<file path="src/rtl/dircc_output_arbiter_pkg.sv">
// Shared types and constants for the dircc per-direction output arbiter.
package dircc_arb_pkg;

  typedef enum logic {
    IDLE   = 1'b0,
    LOCKED = 1'b1
  } arb_state_e;

  localparam int DEF_DATA_W  = 32;
  localparam int DEF_EMPTY_W = 2;

  // Requester index assignment on each output direction.
  localparam int NORTH = 0;
  localparam int SOUTH = 1;
  localparam int EAST  = 2;
  localparam int WEST  = 3;
  localparam int LOCAL = 4;

  function automatic int rr_next(input int idx, input int n);
    return (idx + 1 >= n) ? 0 : idx + 1;
  endfunction

endpackage

</file>
<file path="src/rtl/dircc_output_arbiter_if.sv">
// Avalon-ST bundle between NUM_IN requesters, the arbiter and its single source.
interface dircc_output_arbiter_if
  import dircc_arb_pkg::*;
#(
  parameter int NUM_IN  = 5,
  parameter int DATA_W  = DEF_DATA_W,
  parameter int EMPTY_W = DEF_EMPTY_W
);

  logic [NUM_IN*DATA_W-1:0]  in_data;
  logic [NUM_IN-1:0]         in_valid;
  logic [NUM_IN-1:0]         in_ready;
  logic [NUM_IN-1:0]         in_startofpacket;
  logic [NUM_IN-1:0]         in_endofpacket;
  logic [NUM_IN*EMPTY_W-1:0] in_empty;
  logic [DATA_W-1:0]         out_data;
  logic                      out_valid;
  logic                      out_ready;
  logic                      out_startofpacket;
  logic                      out_endofpacket;
  logic [EMPTY_W-1:0]        out_empty;
  logic [NUM_IN-1:0]         grant;
  logic                      proto_err;

  modport slave (
    input  in_data, in_valid, in_startofpacket, in_endofpacket, in_empty, out_ready,
    output in_ready, out_data, out_valid, out_startofpacket, out_endofpacket, out_empty,
           grant, proto_err
  );

  modport master (
    output in_data, in_valid, in_startofpacket, in_endofpacket, in_empty, out_ready,
    input  in_ready, out_data, out_valid, out_startofpacket, out_endofpacket, out_empty,
           grant, proto_err
  );

endinterface

</file>
<file path="src/rtl/dircc_output_arbiter_rr_picker.sv">
// Combinational rotate-priority selector: first set request at or after i_rr_ptr, with wrap.
module dircc_rr_picker #(
  parameter int NUM_IN = 5
) (
  input  logic [NUM_IN-1:0]         i_req,
  input  logic [$clog2(NUM_IN)-1:0] i_rr_ptr,
  output logic [NUM_IN-1:0]         o_grant,
  output logic [$clog2(NUM_IN)-1:0] o_idx,
  output logic                      o_any
);

  localparam int IDX_W = $clog2(NUM_IN);

  logic [IDX_W:0]   w_sum;
  logic [IDX_W-1:0] w_pos;
  logic             w_found;

  always_comb begin
    o_grant = '0;
    o_idx   = '0;
    w_found = 1'b0;
    w_sum   = '0;
    w_pos   = '0;
    for (int k = 0; k < NUM_IN; k++) begin
      // i_rr_ptr < NUM_IN, so one conditional subtract is enough for the wrap.
      w_sum = {1'b0, i_rr_ptr} + (IDX_W+1)'(k);
      if (w_sum >= (IDX_W+1)'(NUM_IN)) begin
        w_sum = w_sum - (IDX_W+1)'(NUM_IN);
      end
      w_pos = w_sum[IDX_W-1:0];
      if (!w_found && i_req[w_pos]) begin
        w_found        = 1'b1;
        o_grant[w_pos] = 1'b1;
        o_idx          = w_pos;
      end
    end
  end

  assign o_any = |i_req;

endmodule

</file>
<file path="src/rtl/dircc_output_arbiter.sv">
// Packet-granular round-robin arbiter for one dircc node output direction.
// Optional protocol checker enabled by macro DIRCC_ARB_PROTOCOL_CHECK_EN.
module dircc_output_arbiter
  import dircc_arb_pkg::*;
#(
  parameter int NUM_IN  = 5,
  parameter int DATA_W  = DEF_DATA_W,
  parameter int EMPTY_W = DEF_EMPTY_W
) (
  input  logic                   clk_routing_clk,
  input  logic                   reset_routing_reset_n,
  dircc_output_arbiter_if.slave  io_arb
);

  localparam int IDX_W = $clog2(NUM_IN);

  arb_state_e          r_state, w_state_nxt;
  logic [NUM_IN-1:0]   r_grant, w_grant_nxt;
  logic [IDX_W-1:0]    r_gidx, w_gidx_nxt;
  logic [IDX_W-1:0]    r_rr_ptr, w_rr_ptr_nxt;

  logic [NUM_IN-1:0]   w_pick_grant;
  logic [IDX_W-1:0]    w_pick_idx;
  logic                w_pick_any;

  logic                w_g_valid;
  logic                w_g_sop;
  logic                w_g_eop;
  logic [DATA_W-1:0]   w_g_data;
  logic [EMPTY_W-1:0]  w_g_empty;

  logic                w_out_free;
  logic                w_xfer;

  logic [DATA_W-1:0]   r_out_data;
  logic                r_out_valid;
  logic                r_out_sop;
  logic                r_out_eop;
  logic [EMPTY_W-1:0]  r_out_empty;

  dircc_rr_picker #(
    .NUM_IN (NUM_IN)
  ) u_picker (
    .i_req    (io_arb.in_valid),
    .i_rr_ptr (r_rr_ptr),
    .o_grant  (w_pick_grant),
    .o_idx    (w_pick_idx),
    .o_any    (w_pick_any)
  );

  always_comb begin
    w_g_valid = 1'b0;
    w_g_sop   = 1'b0;
    w_g_eop   = 1'b0;
    w_g_data  = '0;
    w_g_empty = '0;
    for (int k = 0; k < NUM_IN; k++) begin
      if (r_gidx == IDX_W'(k)) begin
        w_g_valid = io_arb.in_valid[k];
        w_g_sop   = io_arb.in_startofpacket[k];
        w_g_eop   = io_arb.in_endofpacket[k];
        w_g_data  = io_arb.in_data[k*DATA_W +: DATA_W];
        w_g_empty = io_arb.in_empty[k*EMPTY_W +: EMPTY_W];
      end
    end
  end

  // The output register can take a beat when empty or draining this cycle.
  assign w_out_free = !r_out_valid || io_arb.out_ready;
  assign w_xfer     = (r_state == LOCKED) && w_g_valid && w_out_free;

  assign io_arb.in_ready = ((r_state == LOCKED) && w_out_free) ? r_grant : '0;

  always_comb begin
    w_state_nxt  = r_state;
    w_grant_nxt  = r_grant;
    w_gidx_nxt   = r_gidx;
    w_rr_ptr_nxt = r_rr_ptr;
    case (r_state)
      IDLE: begin
        if (w_pick_any) begin
          w_state_nxt = LOCKED;
          w_grant_nxt = w_pick_grant;
          w_gidx_nxt  = w_pick_idx;
        end
      end
      LOCKED: begin
        // Grant is held until the EOP beat is accepted; no timeout.
        if (w_xfer && w_g_eop) begin
          w_state_nxt  = IDLE;
          w_grant_nxt  = '0;
          w_rr_ptr_nxt = IDX_W'(rr_next(int'(r_gidx), NUM_IN));
        end
      end
      default: begin
        w_state_nxt = IDLE;
        w_grant_nxt = '0;
      end
    endcase
  end

  always_ff @(posedge clk_routing_clk or negedge reset_routing_reset_n) begin
    if (!reset_routing_reset_n) begin
      r_state  <= IDLE;
      r_grant  <= '0;
      r_gidx   <= '0;
      r_rr_ptr <= '0;
    end else begin
      r_state  <= w_state_nxt;
      r_grant  <= w_grant_nxt;
      r_gidx   <= w_gidx_nxt;
      r_rr_ptr <= w_rr_ptr_nxt;
    end
  end

  always_ff @(posedge clk_routing_clk or negedge reset_routing_reset_n) begin
    if (!reset_routing_reset_n) begin
      r_out_valid <= 1'b0;
      r_out_data  <= '0;
      r_out_sop   <= 1'b0;
      r_out_eop   <= 1'b0;
      r_out_empty <= '0;
    end else if (w_xfer) begin
      r_out_valid <= 1'b1;
      r_out_data  <= w_g_data;
      r_out_sop   <= w_g_sop;
      r_out_eop   <= w_g_eop;
      r_out_empty <= w_g_empty;
    end else if (io_arb.out_ready) begin
      r_out_valid <= 1'b0;
    end
  end

  assign io_arb.out_valid         = r_out_valid;
  assign io_arb.out_data          = r_out_data;
  assign io_arb.out_startofpacket = r_out_sop;
  assign io_arb.out_endofpacket   = r_out_eop;
  assign io_arb.out_empty         = r_out_empty;
  assign io_arb.grant             = r_grant;

`ifdef DIRCC_ARB_PROTOCOL_CHECK_EN
  logic r_first_beat;
  logic r_proto_err;

  // A beat is malformed when SOP disagrees with being the first beat of the grant.
  always_ff @(posedge clk_routing_clk or negedge reset_routing_reset_n) begin
    if (!reset_routing_reset_n) begin
      r_first_beat <= 1'b0;
      r_proto_err  <= 1'b0;
    end else begin
      if (r_state == IDLE && w_pick_any) begin
        r_first_beat <= 1'b1;
      end else if (w_xfer) begin
        r_first_beat <= 1'b0;
      end
      if (w_xfer && (r_first_beat ^ w_g_sop)) begin
        r_proto_err <= 1'b1;
      end
    end
  end

  assign io_arb.proto_err = r_proto_err;
`else
  assign io_arb.proto_err = 1'b0;
`endif

endmodule

</file>
<file path="src/flat_wrapper.sv">
// flat-port wrapper written by rule: the top's interface ports become plain ports
module dircc_output_arbiter_flat import dircc_arb_pkg::*;
#(
  parameter int NUM_IN  = 5,
  parameter int DATA_W  = DEF_DATA_W,
  parameter int EMPTY_W = DEF_EMPTY_W
)
  (clk_routing_clk, reset_routing_reset_n, io_arb_in_data, io_arb_in_valid, io_arb_in_startofpacket, io_arb_in_endofpacket, io_arb_in_empty, io_arb_out_ready, io_arb_in_ready, io_arb_out_data, io_arb_out_valid, io_arb_out_startofpacket, io_arb_out_endofpacket, io_arb_out_empty, io_arb_grant, io_arb_proto_err);
  dircc_output_arbiter_if #(.NUM_IN(NUM_IN), .DATA_W(DATA_W), .EMPTY_W(EMPTY_W)) io_arb_i ();
  input  logic clk_routing_clk;
  input  logic reset_routing_reset_n;
  input wire logic [$bits(io_arb_i.in_data)-1:0] io_arb_in_data;
  input wire logic [$bits(io_arb_i.in_valid)-1:0] io_arb_in_valid;
  input wire logic [$bits(io_arb_i.in_startofpacket)-1:0] io_arb_in_startofpacket;
  input wire logic [$bits(io_arb_i.in_endofpacket)-1:0] io_arb_in_endofpacket;
  input wire logic [$bits(io_arb_i.in_empty)-1:0] io_arb_in_empty;
  input wire logic [$bits(io_arb_i.out_ready)-1:0] io_arb_out_ready;
  output wire logic [$bits(io_arb_i.in_ready)-1:0] io_arb_in_ready;
  output wire logic [$bits(io_arb_i.out_data)-1:0] io_arb_out_data;
  output wire logic [$bits(io_arb_i.out_valid)-1:0] io_arb_out_valid;
  output wire logic [$bits(io_arb_i.out_startofpacket)-1:0] io_arb_out_startofpacket;
  output wire logic [$bits(io_arb_i.out_endofpacket)-1:0] io_arb_out_endofpacket;
  output wire logic [$bits(io_arb_i.out_empty)-1:0] io_arb_out_empty;
  output wire logic [$bits(io_arb_i.grant)-1:0] io_arb_grant;
  output wire logic [$bits(io_arb_i.proto_err)-1:0] io_arb_proto_err;
  assign io_arb_i.in_data = io_arb_in_data;
  assign io_arb_i.in_valid = io_arb_in_valid;
  assign io_arb_i.in_startofpacket = io_arb_in_startofpacket;
  assign io_arb_i.in_endofpacket = io_arb_in_endofpacket;
  assign io_arb_i.in_empty = io_arb_in_empty;
  assign io_arb_i.out_ready = io_arb_out_ready;
  assign io_arb_in_ready = io_arb_i.in_ready;
  assign io_arb_out_data = io_arb_i.out_data;
  assign io_arb_out_valid = io_arb_i.out_valid;
  assign io_arb_out_startofpacket = io_arb_i.out_startofpacket;
  assign io_arb_out_endofpacket = io_arb_i.out_endofpacket;
  assign io_arb_out_empty = io_arb_i.out_empty;
  assign io_arb_grant = io_arb_i.grant;
  assign io_arb_proto_err = io_arb_i.proto_err;
  dircc_output_arbiter #(.NUM_IN(NUM_IN), .DATA_W(DATA_W), .EMPTY_W(EMPTY_W)) u_core (.clk_routing_clk(clk_routing_clk), .reset_routing_reset_n(reset_routing_reset_n), .io_arb(io_arb_i));
endmodule
</file>
<file path="config.mk">
export PLATFORM = sky130hd
export DESIGN_NAME = dircc_output_arbiter_flat
export DESIGN_NICKNAME = d
export VERILOG_FILES = /design/src/rtl/dircc_output_arbiter_pkg.sv /design/src/rtl/dircc_output_arbiter_if.sv /design/src/rtl/dircc_output_arbiter_rr_picker.sv /design/src/rtl/dircc_output_arbiter.sv /design/src/flat_wrapper.sv
export SDC_FILE = /design/constraint.sdc
export NUM_CORES = 1
export LEC_CHECK = 0
export BUFFER_PORTS_ARGS = -buffer_cell sky130_fd_sc_hd__buf_2
export CORE_MARGIN = 2
export CORE_UTILIZATION = 30
export CTS_BUF_LIST = sky130_fd_sc_hd__clkbuf_8
export DETAILED_ROUTE_END_ITERATION = 7
export PLACE_DENSITY = 0.56
export SLEW_MARGIN = 5
export SYNTH_ARGS = -nofsm -noshare
export SYNTH_HDL_FRONTEND = slang
export SYNTH_HIERARCHICAL = 1
export SYNTH_SLANG_ARGS = --single-unit
export TNS_END_PERCENT = 30
</file>
<file path="constraint.sdc">
create_clock -name clk_routing_clk -period 4.6 [get_ports clk_routing_clk]
set_input_delay 0.92 -clock clk_routing_clk [delete_from_list [all_inputs] [get_ports clk_routing_clk]]
set_output_delay 0.92 -clock clk_routing_clk [all_outputs]
set_load 0.03 [all_outputs]
</file>
==> reports/qor.yml <==
outcome:
  status: "completed"
power:
  p_leak_nw: 2.67
  internal_power_mw: 2.05
  seqPwrFrac_pct: 16.2
  p_clk_share_pct: 5.1
  combPwrFrac_pct: 78.7
  p_total_mw: 4.63
  p_switching_mw: 2.58
  irDropWorstVdd_v: 0.000369
  swShare_pct: 55.7
  power_density_nw_per_um2: 791
worst_setup_path:
  cp.depth: 12
  path_buf_inv: 1
  r2r_slack_ns: 0.94
  critPathArrivalTime_ns: 3.82
  critical-path-max-stage-delay_ns: 0.77
  r2r-end: "u_core/r_gidx[0]"
  cp_max_fo: 21
  crit_slowest_cell: "ha_1"
  timing.rr.start: "u_core/r_rr_ptr[1]"
  path_cells: "inv_1 > ha_1 > nor2_1 > a311o_1 > a31oi_1 > mux2i_2 > nor2_1 > mux2_1 > o21ai_1 > nand3_1 > nand2_1 > o21ai_0"
  critPathKind: "reg -> reg"
  crit_top_cell: "nor2_1"
  required_ns: 4.76
  cp-end-kind: "register"
  crit_start: "u_core/r_rr_ptr[1]"
  cp-start-kind: "register"
  worstSetupEndpoint: "u_core/r_gidx[0]"
  critical-path-top-delay-family: "compound AO/OA/AOI/OAI gates"
  reg2reg_depth: 12
clock_tree:
  cts.sinks: 49
  clk_latency_ns: 0.29
  cts_tree: "built"
  post-cts-setup-buffers: 0
  htree_num_levels: 2
  cts_resized: 0
  clk_pin_slew_ns: 0.09
  clk_path_buf_depth: 2
  root_buffer: "clkbuf_8"
  numCtsBuffers: 5
  ctsHoldBuffers: 0
timing:
  fin_crit_sh_pct: 79.5
  fmax_ghz: 0.273
  max_slew_margin_pct: 43.9
  finalCriticalPeriod_ns: 3.66
  skew_ns: 0.00353
  tns_ns: 0
  finalSetupViolations: 0
  tightest_slew_ns: 0.842
  drv_slew: 0
  worst_slack_ns: 0.942
  rsz0062_at_grt: "no"
  finalHoldViolCount: 0
min_path:
  holdCritPathClass: "reg -> reg"
placed_design:
  gp_congestion: 0.981
  portBuffers: 234
  dpl.hpwl_mm: 13.4
  pre_cts_slack_ns: 1.04
global_routing:
  grt_pass1_wl_mm: 26.7
  grt_overflow: 0
  grt_pass1_vias: 5098
  grt_max_degree: 73
  antenna_found_initial: 1
  grt_usage_pct: 20.6
synthesis:
  synth_edf_count: 0
  synthTopCellsByArea: "dfrtp_1 27%, o21ai_0 8.6%, nand2_1 8.2%"
  synth_seq_area_share_pct: 27.2
  synthXorXnorAreaFrac_pct: 1.33
  ys_ff_latch: 49
  synth_compound_area_share_pct: 34.2
  synth_fa_ha_area_share_pct: 4.32
  synth_top_area_share_pct: 27.2
  synthSimpleGateAreaFrac_pct: 23.5
  yosys_warnings: 6
  synth_top_cell_by_area: "dfrtp_1"
  syn_nets: 772
  netlist-cell-type-count: 75
  synth.avg_cell_area_um2: 7.93
  synth_area_um2: 4510
  synth_async_sr_flop_share_pct: 100
  synth_top_family_by_area: "compound AO/OA/AOI/OAI gates"
  syn_inst: 569
  synth-main-ff-cell: "dfrtp_1"
  synthMuxAreaShare_pct: 3.19
finish:
  layout.nets: 974
  layout_common_cells: "234 x buf_2, 98 x nand2_1, 78 x o21ai_0"
  final_common_cell: "buf_2"
  area_growth_pct: 29.7
  fill_cells: 1518
  final_layout_size_suffix_gt1_share_pct: 35.6
detailed_routing:
  post_drt_wl_per_cell_um: 18.0
  drc: 0
  drt_iter0_markers: 300
  drt-vias-per-instance: 5.43
  detail-route-antenna-nets: 0
  via_count: 5189
  firstDrtPassIters: 5
  drt-total-wl_mm: 17.2
die:
  num_rows: 44
  die_w_um: 127
  die_h_um: 127
  dieArea_um2: 16000
  io_pins: 236
  core-area_um2: 14600
  initial_core_util_pct: 30.9
flow_run:
  drv_cap: 0
[registers in the layout, summed over array words and instances, names as in the netlist]
signal and flops:
u_core/io_arb.out_endofpacket 1, u_core/r_gidx 3, u_core/io_arb.out_data 32, u_core/io_arb.out_valid 1
u_core/io_arb.out_startofpacket 1, u_core/io_arb.out_empty 2, u_core/io_arb.grant 5, u_core/r_rr_ptr 3
u_core/r_state 1
[cells in the mapped netlist, types with 8 or more instances]
library cell and n:
clkbuf_1 27, nor2b_1 43, nand2_1 99, nand2b_1 10, dfrtp_1 49, buf_2 10, inv_1 15, o21ai_0 78
a21oi_1 9, nor2_1 15, ha_1 14, o311ai_0 35, nand3_1 8, a221oi_1 37
[layer usage]
metal	GRT usage, %	routed length [um]	vias up
li1	-	-	2544
met1	26.9	7530	2422
met2	34.7	8320	196
met3	4.22	1040	27
met4	5.69	349	0
met5	0	0	-
[final cells by class]
type / count / area [um2] / share of cell area, %
Sequential cell: 49 / 1230 / 21.0
Clock inverter: 1 / 5.00 / 0.0855
Clock buffer: 5 / 68.8 / 1.18
Antenna cell: 1 / 2.50 / 0.0428
Inverter: 16 / 60.1 / 1.03
Timing Repair Buffer: 243 / 1240 / 21.2
Multi-Input combinational cell: 456 / 3020 / 51.6
Tap cell: 184 / 230 / 3.93
[worst min-delay path by stage]
stage | startpoint | endpoint | slack [ns] | depth (start not counted)
CTS | u_core/io_arb.out_data[30] | u_core/io_arb.out_data[30] | 0.49 | 2
finish | u_core/io_arb.out_data[30] | u_core/io_arb.out_data[30] | 0.48 | 2
detailed placement | u_core/io_arb.out_data[30] | u_core/io_arb.out_data[30] | 0.47 | 2
floorplan | u_core/r_state | u_core/r_state | 0.56 | 2
global route | u_core/io_arb.out_endofpacket | u_core/io_arb.out_endofpacket | 0.51 | 1
global placement | u_core/io_arb.out_data[15] | u_core/io_arb.out_data[15] | 0.46 | 2
[logic make-up after synthesis]
group	after synthesis
flip-flops	49
AO/OA/AOI/OAI	213
adder cells (fa/ha/maj)	15
XOR/XNOR	6
multiplexers	13
other	1
buffers and inverters	64
AND/OR/NAND/NOR	208
[per-stage QoR]
stage | hold slack, ns | area, um2 | util [%] | cells
6_report | 0.479 | 5850 | 40.1 | 955
5_1_grt | 0.513 | 5850 | 40.1 | 955
4_1_cts | 0.485 | 5850 | 40.1 | 954
3_5_place_dp | 0.465 | 5780 | 39.6 | 948
3_3_place_gp | 0.463 | 5780 | 39.6 | 948
2_1_floorplan | 0.558 | 4510 | - | 569
[power groups by stage]
stage,logic [mW],clock network [mW],registers (mW)
2_1_floorplan,2.44,0,1.02
3_3_place_gp,3.62,0,0.749
3_5_place_dp,3.62,0,0.755
4_1_cts,3.63,0.244,0.750
5_1_grt,4.02,0.266,0.777
6_report,3.64,0.238,0.748
[worst reg2reg max path, cell delays in order (launching register included)]
cell and delay, ns:
dfrtp_1 0.62, inv_1 0.22, ha_1 0.77, nor2_1 0.12, a311o_1 0.38, a31oi_1 0.21, mux2i_2 0.14, nor2_1 0.24
mux2_1 0.35, o21ai_1 0.20, nand3_1 0.13, nand2_1 0.07, o21ai_0 0.08
(Power assumes the default switching activity.)
